File: config.mk
export PLATFORM = sky130hd
export DESIGN_NAME = fetch_controller
export DESIGN_NICKNAME = d
export VERILOG_FILES = /design/src/rtl/fetch_pkg.sv /design/src/rtl/fetch_timeout.sv /design/src/rtl/fetch_controller.sv
export SDC_FILE = /design/constraint.sdc
export NUM_CORES = 1
export LEC_CHECK = 0
export CORE_MARGIN = 2
export CORE_UTILIZATION = 42
export CTS_BUF_LIST = sky130_fd_sc_hd__clkbuf_8
export CTS_CLUSTER_DIAMETER = 120
export DETAILED_ROUTE_END_ITERATION = 10
export GPL_ROUTABILITY_DRIVEN = 0
export PLACE_DENSITY = 0.79
export SLEW_MARGIN = 20
export SYNTH_ARGS = -nofsm -noshare
export SYNTH_HDL_FRONTEND = slang
export SYNTH_SLANG_ARGS = --single-unit
File: constraint.sdc
create_clock -name clk -period 1.75 [get_ports clk]
set_clock_uncertainty 0.1 [all_clocks]
set_input_delay 0.2625 -clock clk [delete_from_list [all_inputs] [get_ports clk]]
set_output_delay 0.2625 -clock clk [all_outputs]
set_load 0.005 [all_outputs]
File: src/rtl/fetch_pkg.sv
// Shared types and constants for the instruction fetch/sequencing controller.
package fetch_pkg;

   localparam int PC_W      = 9;
   localparam int INSTR_W   = 32;
   localparam int OPC_MSB   = 31;
   localparam int OPC_LSB   = 26;
   localparam int OPC_W     = OPC_MSB - OPC_LSB + 1;
   localparam int RETIRED_W = 16;

   localparam logic [OPC_W-1:0] HALT_OP_DEFAULT = 6'b111111;
   localparam int unsigned      TIMEOUT_DEFAULT = 15;

   typedef enum logic [2:0] {
      ST_IDLE,
      ST_FETCH,
      ST_ISSUE,
      ST_RESOLVE,
      ST_HALT
   } fetch_state_e;

   function automatic logic [RETIRED_W-1:0] sat_inc(input logic [RETIRED_W-1:0] v);
      return (&v) ? v : v + RETIRED_W'(1);
   endfunction

endpackage

File: src/rtl/fetch_timeout.sv
// Loadable down-counter bounding how long a fetch may wait for its acknowledge.
module fetch_timeout #(
   parameter int unsigned TIMEOUT = 15
) (
   input  logic clk,
   input  logic rst_n,
   input  logic clear_i,
   input  logic load_i,
   input  logic en_i,
   output logic expire_o
);

   localparam int unsigned      CNT_W    = (TIMEOUT > 1) ? $clog2(TIMEOUT) : 1;
   localparam logic [CNT_W-1:0] LOAD_VAL = CNT_W'(TIMEOUT - 1);

   logic [CNT_W-1:0] cnt_q, cnt_d;

   // NOTE: default assignment first so every path drives cnt_d and no latch is inferred.
   always_comb begin
      cnt_d = cnt_q;
      if (clear_i) begin
         cnt_d = '0;
      end else if (load_i) begin
         cnt_d = LOAD_VAL;
      end else if (en_i && (cnt_q != '0)) begin
         cnt_d = cnt_q - CNT_W'(1);
      end
   end

   // NOTE: non-blocking assignment so all registers update together from pre-edge values.
   always_ff @(posedge clk or negedge rst_n) begin
      if (!rst_n) begin
         cnt_q <= '0;
      end else begin
         cnt_q <= cnt_d;
      end
   end

   // Loaded with TIMEOUT-1 on entry, so zero is reached on the TIMEOUT-th waiting cycle.
   assign expire_o = (cnt_q == '0);

endmodule

File: src/rtl/fetch_controller.sv
// Sequencer: fetches from instruction memory, issues, waits for branch resolution
// and computes the next PC; halts on HALT_OP or on a fetch timeout.
module fetch_controller
   import fetch_pkg::*;
#(
   parameter logic [OPC_W-1:0] HALT_OP = HALT_OP_DEFAULT,
   parameter int unsigned      TIMEOUT = TIMEOUT_DEFAULT
) (
   input  logic                 clk,
   input  logic                 rst_n,
   input  logic                 start,
   output logic                 imem_req,
   output logic [PC_W-1:0]      imem_addr,
   input  logic                 imem_ack,
   input  logic [INSTR_W-1:0]   imem_rdata,
   output logic [INSTR_W-1:0]   instr,
   output logic                 instr_valid,
   input  logic                 br_valid,
   input  logic                 br_taken,
   input  logic [PC_W-1:0]      br_target,
   input  logic                 ex_busy,
   output logic [PC_W-1:0]      pc,
   output logic                 halted,
   output logic                 fault,
   output logic [RETIRED_W-1:0] retired
);

   fetch_state_e           state_q, state_d;
   logic [PC_W-1:0]        pc_q, pc_d;
   logic [INSTR_W-1:0]     instr_q, instr_d;
   logic                   fault_q, fault_d;
   logic [RETIRED_W-1:0]   retired_q, retired_d;
   logic                   expire;
   logic                   is_halt_op;

   assign is_halt_op = (instr_q[OPC_MSB:OPC_LSB] == HALT_OP);

   fetch_timeout #(
      .TIMEOUT (TIMEOUT)
   ) u_timeout (
      .clk      (clk),
      .rst_n    (rst_n),
      .clear_i  (state_d != ST_FETCH),
      .load_i   ((state_d == ST_FETCH) && (state_q != ST_FETCH)),
      .en_i     ((state_q == ST_FETCH) && !imem_ack),
      .expire_o (expire)
   );

   always_ff @(posedge clk or negedge rst_n) begin
      if (!rst_n) begin
         state_q <= ST_IDLE;
      end else begin
         state_q <= state_d;
      end
   end

   // An acknowledge in the last allowed cycle takes priority over the timeout.
   always_comb begin
      state_d = state_q;
      unique case (state_q)
         ST_IDLE, ST_HALT: if (start) state_d = ST_FETCH;
         ST_FETCH: begin
            if (imem_ack)    state_d = ST_ISSUE;
            else if (expire) state_d = ST_HALT;
         end
         ST_ISSUE:   state_d = is_halt_op ? ST_HALT : ST_RESOLVE;
         ST_RESOLVE: if (!ex_busy) state_d = ST_FETCH;
         default:    state_d = ST_IDLE;
      endcase
   end

   always_comb begin
      imem_req    = (state_q == ST_FETCH);
      instr_valid = (state_q == ST_ISSUE);
      halted      = (state_q == ST_HALT);
   end

   always_comb begin
      pc_d      = pc_q;
      instr_d   = instr_q;
      fault_d   = fault_q;
      retired_d = retired_q;
      unique case (state_q)
         ST_IDLE, ST_HALT: begin
            if (start) begin
               pc_d      = '0;
               fault_d   = 1'b0;
               retired_d = '0;
            end
         end
         ST_FETCH: begin
            if (imem_ack)    instr_d = imem_rdata;
            else if (expire) fault_d = 1'b1;
         end
         ST_ISSUE: begin
            if (!is_halt_op) retired_d = sat_inc(retired_q);
         end
         ST_RESOLVE: begin
            // Branch inputs only matter on the cycle the datapath releases the stall.
            if (!ex_busy) begin
               pc_d = (br_valid && br_taken) ? br_target : pc_q + PC_W'(1);
            end
         end
         default: ;
      endcase
   end

   always_ff @(posedge clk or negedge rst_n) begin
      if (!rst_n) begin
         pc_q      <= '0;
         instr_q   <= '0;
         fault_q   <= 1'b0;
         retired_q <= '0;
      end else begin
         pc_q      <= pc_d;
         instr_q   <= instr_d;
         fault_q   <= fault_d;
         retired_q <= retired_d;
      end
   end

   assign imem_addr = pc_q;
   assign pc        = pc_q;
   assign instr     = instr_q;
   assign fault     = fault_q;
   assign retired   = retired_q;

endmodule
==> flow_summary.yaml <==
sta:
  slew_viol_final: 0
  rsz0062_at_grt: "yes"
  timing.final.crit_period_ps: 1880
  layout_setup_ws_ps: -132
  whs_ps: 348
  period_share: 1.08
  finalSetupViolCount: 52
  tightest_slew_ps: 446
  final_hold_viol_count: 0
  fmax_mhz: 531
  relSlewSlack: 0.702
detailed_routing:
  vias: 3125
  route.detailed.drc: 0
  route.detailed.wl_per_inst_microns: 19.0
  viasPerCell: 5.57
  drtPass1Iterations: 5
  wl_mm: 10.7
  antenna_left: 0
  drt_iter0_markers: 232
power:
  peakVddDrop_uv: 1050
  power_density_mw_per_mm2: 1490
  p_leak_uw: 0.00238
final_layout:
  diodes: 0
  layout-drive-gt1-share: 0.359
  area_delta_synth_final_pct: 72.5
  fin_cells: 561
  fin_nets: 508
  final_area_sq_mm: 0.00553
  nFillCells: 443
synth:
  synthMostInstantiatedCell: "dfrtp_1"
  synth_top_cell_by_area: "dfrtp_1"
  synth_cells: 278
  synth_commonest_cells: "dfrtp_1, mux2_2, nand2_1"
  synthFlopType: "dfrtp_1"
  yosys.area.top_type_share: 0.507
  synth_edf_count: 0
  yosys-top-cells-area: "dfrtp_1, mux2_2, nand2_1"
  async_flop_share: 1.00
  synth_cell_types: 53
  syn_nets: 329
  ys_seq_elements: 65
  synth_area_sq_mm: 0.00321
  ys_warn_count: 0
  seq_area_frac_synth: 0.507
  avgSynthCellArea_sq_um: 11.5
clock_network:
  cts_tree: "yes"
  clk_pin_slew_worst_paths_ps: 80
  clock_sinks: 65
  cts_inserted_buffers: 9
  cts_buffer_depth: 2
  clk-insertion-delay-late_ps: 350
  htree_levels: 3
  clock-root-buffer: "clkbuf_8"
die:
  start_util: 0.438
  num_rows: 31
  io_pins: 118
  dieArea_sq_mm: 0.00835
  die_h_microns: 91.4
  die_x_microns: 91.4
  core_area_sq_mm: 0.00733
critical_path:
  r2r_cells: 6
  critPathCaptureType: "flip-flop"
  reg2reg_from: "retired[1]$_DFFE_PN0P_"
  worst-r2r-setup-slack_ps: -130
  cp-start-kind: "flip-flop"
  r2r-end: "retired[7]$_DFFE_PN0P_"
  crit_arrival_ps: 2030
  critPathKind: "reg2reg"
  crit_path_start: "retired[1]$_DFFE_PN0P_"
  crit_fanout: 3
  crit_path_end: "retired[7]$_DFFE_PN0P_"
  crit_required_ps: 1900
global_routing:
  overflow: 0
  grt_pass1_wl_mm: 15.4
  grt_max_degree: 66
  grt_pass1_vias: 3168
  antenna_found_initial: 0
  grt_usage: 0.233
job:
  max-cap-violations: 0
place:
  dp_hpwl_mm: 6.27
  port_buffers: 117
  place_inst: 519
  place_area_sq_mm: 0.00479
run_status:
  violations: "setup timing"
  status: "finished with violations"
worst_hold_path:
  holdCritPathClass: "in2async"
stage by stage:
step | setup WS [ps] | TNS, ps | utilization | power, uW
floorplan | -36.5 | -1120 | - | 4040
global placement | -185 | -3690 | 0.654 | 5790
detailed placement | -235 | -4610 | 0.654 | 5910
CTS | -73.2 | -1870 | 0.707 | 7660
global route | -226 | -6790 | 0.755 | 8650
finish | -132 | -3350 | 0.755 | 8230
worst max-delay path, stage by stage (launching register included):
cell and delay (ps):
dfrtp_1 390, ha_2 190, and2_4 160, nor4bb_4 160
buf_4 170, a2111oi_4 340, mux2i_1 290
cells by family after synthesis:
family | Yosys count | synth area share
buffers and inverters | 26 | 0.0472
XOR/XNOR | 2 | 0.00546
multiplexers | 43 | 0.147
AO/OA/AOI/OAI | 51 | 0.127
flip-flops | 65 | 0.507
adder cells (fa/ha/maj) | 3 | 0.0117
AND/OR/NAND/NOR | 88 | 0.155
how the worst min path moves through the flow:
stage,from,to,slack [ps],depth (start not counted)
floorplan,rst_n,fault$_DFFE_PN0P_,-130,0
global placement,rst_n,instr[24]$_DFFE_PN0P_,210,2
detailed placement,rst_n,instr[24]$_DFFE_PN0P_,210,2
CTS,rst_n,instr[24]$_DFFE_PN0P_,360,3
global route,rst_n,instr[18]$_DFFE_PN0P_,400,3
finish,rst_n,instr[19]$_DFFE_PN0P_,350,3
cell type report:
cell class	count	area [sq um]	share of cell area
sequential	65	1630	0.295
inverter	5	18.8	0.00339
multi-input combinational	187	1670	0.301
timing repair buffer	189	1860	0.337
clock buffer	10	138	0.0249
tap	99	124	0.0224
clock inverter	6	90.1	0.0163
registers in the layout (all words and copies together), names as in the netlist:
signal           count
instr               32
retired             16
imem_addr            9
u_timeout.cnt_q      4
state_q              3
fault                1
routing by layer:
| layer | share of wire | up-vias | track usage | routed length (microns) |
|---|---|---|---|---|
| met4 | 0.019 | 0 | 0.0669 | 207 |
| met2 | 0.50 | 173 | 0.387 | 5350 |
| met3 | 0.098 | 17 | 0.100 | 1050 |
| li1 | - | 1384 | - | - |
| met1 | 0.38 | 1551 | 0.275 | 4060 |
| met5 | 0 | - | 0 | 0 |
placed cells by master, fill, tap and decap left out, types with 4 or more instances in the layout:
cell             count
clkdlybuf4s50_1    107
dfrtp_1             61
buf_4               53
mux2_2              31
nand2_1             29
buf_6               13
mux2i_1             11
clkbuf_8            10
nand3_1              9
a21oi_2              8
nand2b_1             6
dlymetal6s2s_1       6
inv_1                5
nor2_1               4
dfrtp_2              4
what timing repair did:
| action | 4_1_cts | 5_1_grt |
|---|---|---|
| pin swaps | 12 | 15 |
| hold buffers | 1 | 0 |
| hold endpoints to repair | 65 | 0 |
| resized for setup | 20 | 48 |
| buffers inserted | 8 | 14 |
| setup endpoints to repair | 42 | 71 |
| gates cloned | 1 | 2 |
where the power goes:
| part | switching (uW) | total (uW) | leakage [uW] | internal, uW |
|---|---|---|---|---|
| Sequential | 456 | 2540 | 0.000819 | 2080 |
| Combinational | 1630 | 4190 | 0.00145 | 2560 |
| Clock | 649 | 1500 | 0.000113 | 846 |
| Total | 2730 | 8230 | 0.00238 | 5490 |
No activity file was read; power rests on OpenSTA's default activity.
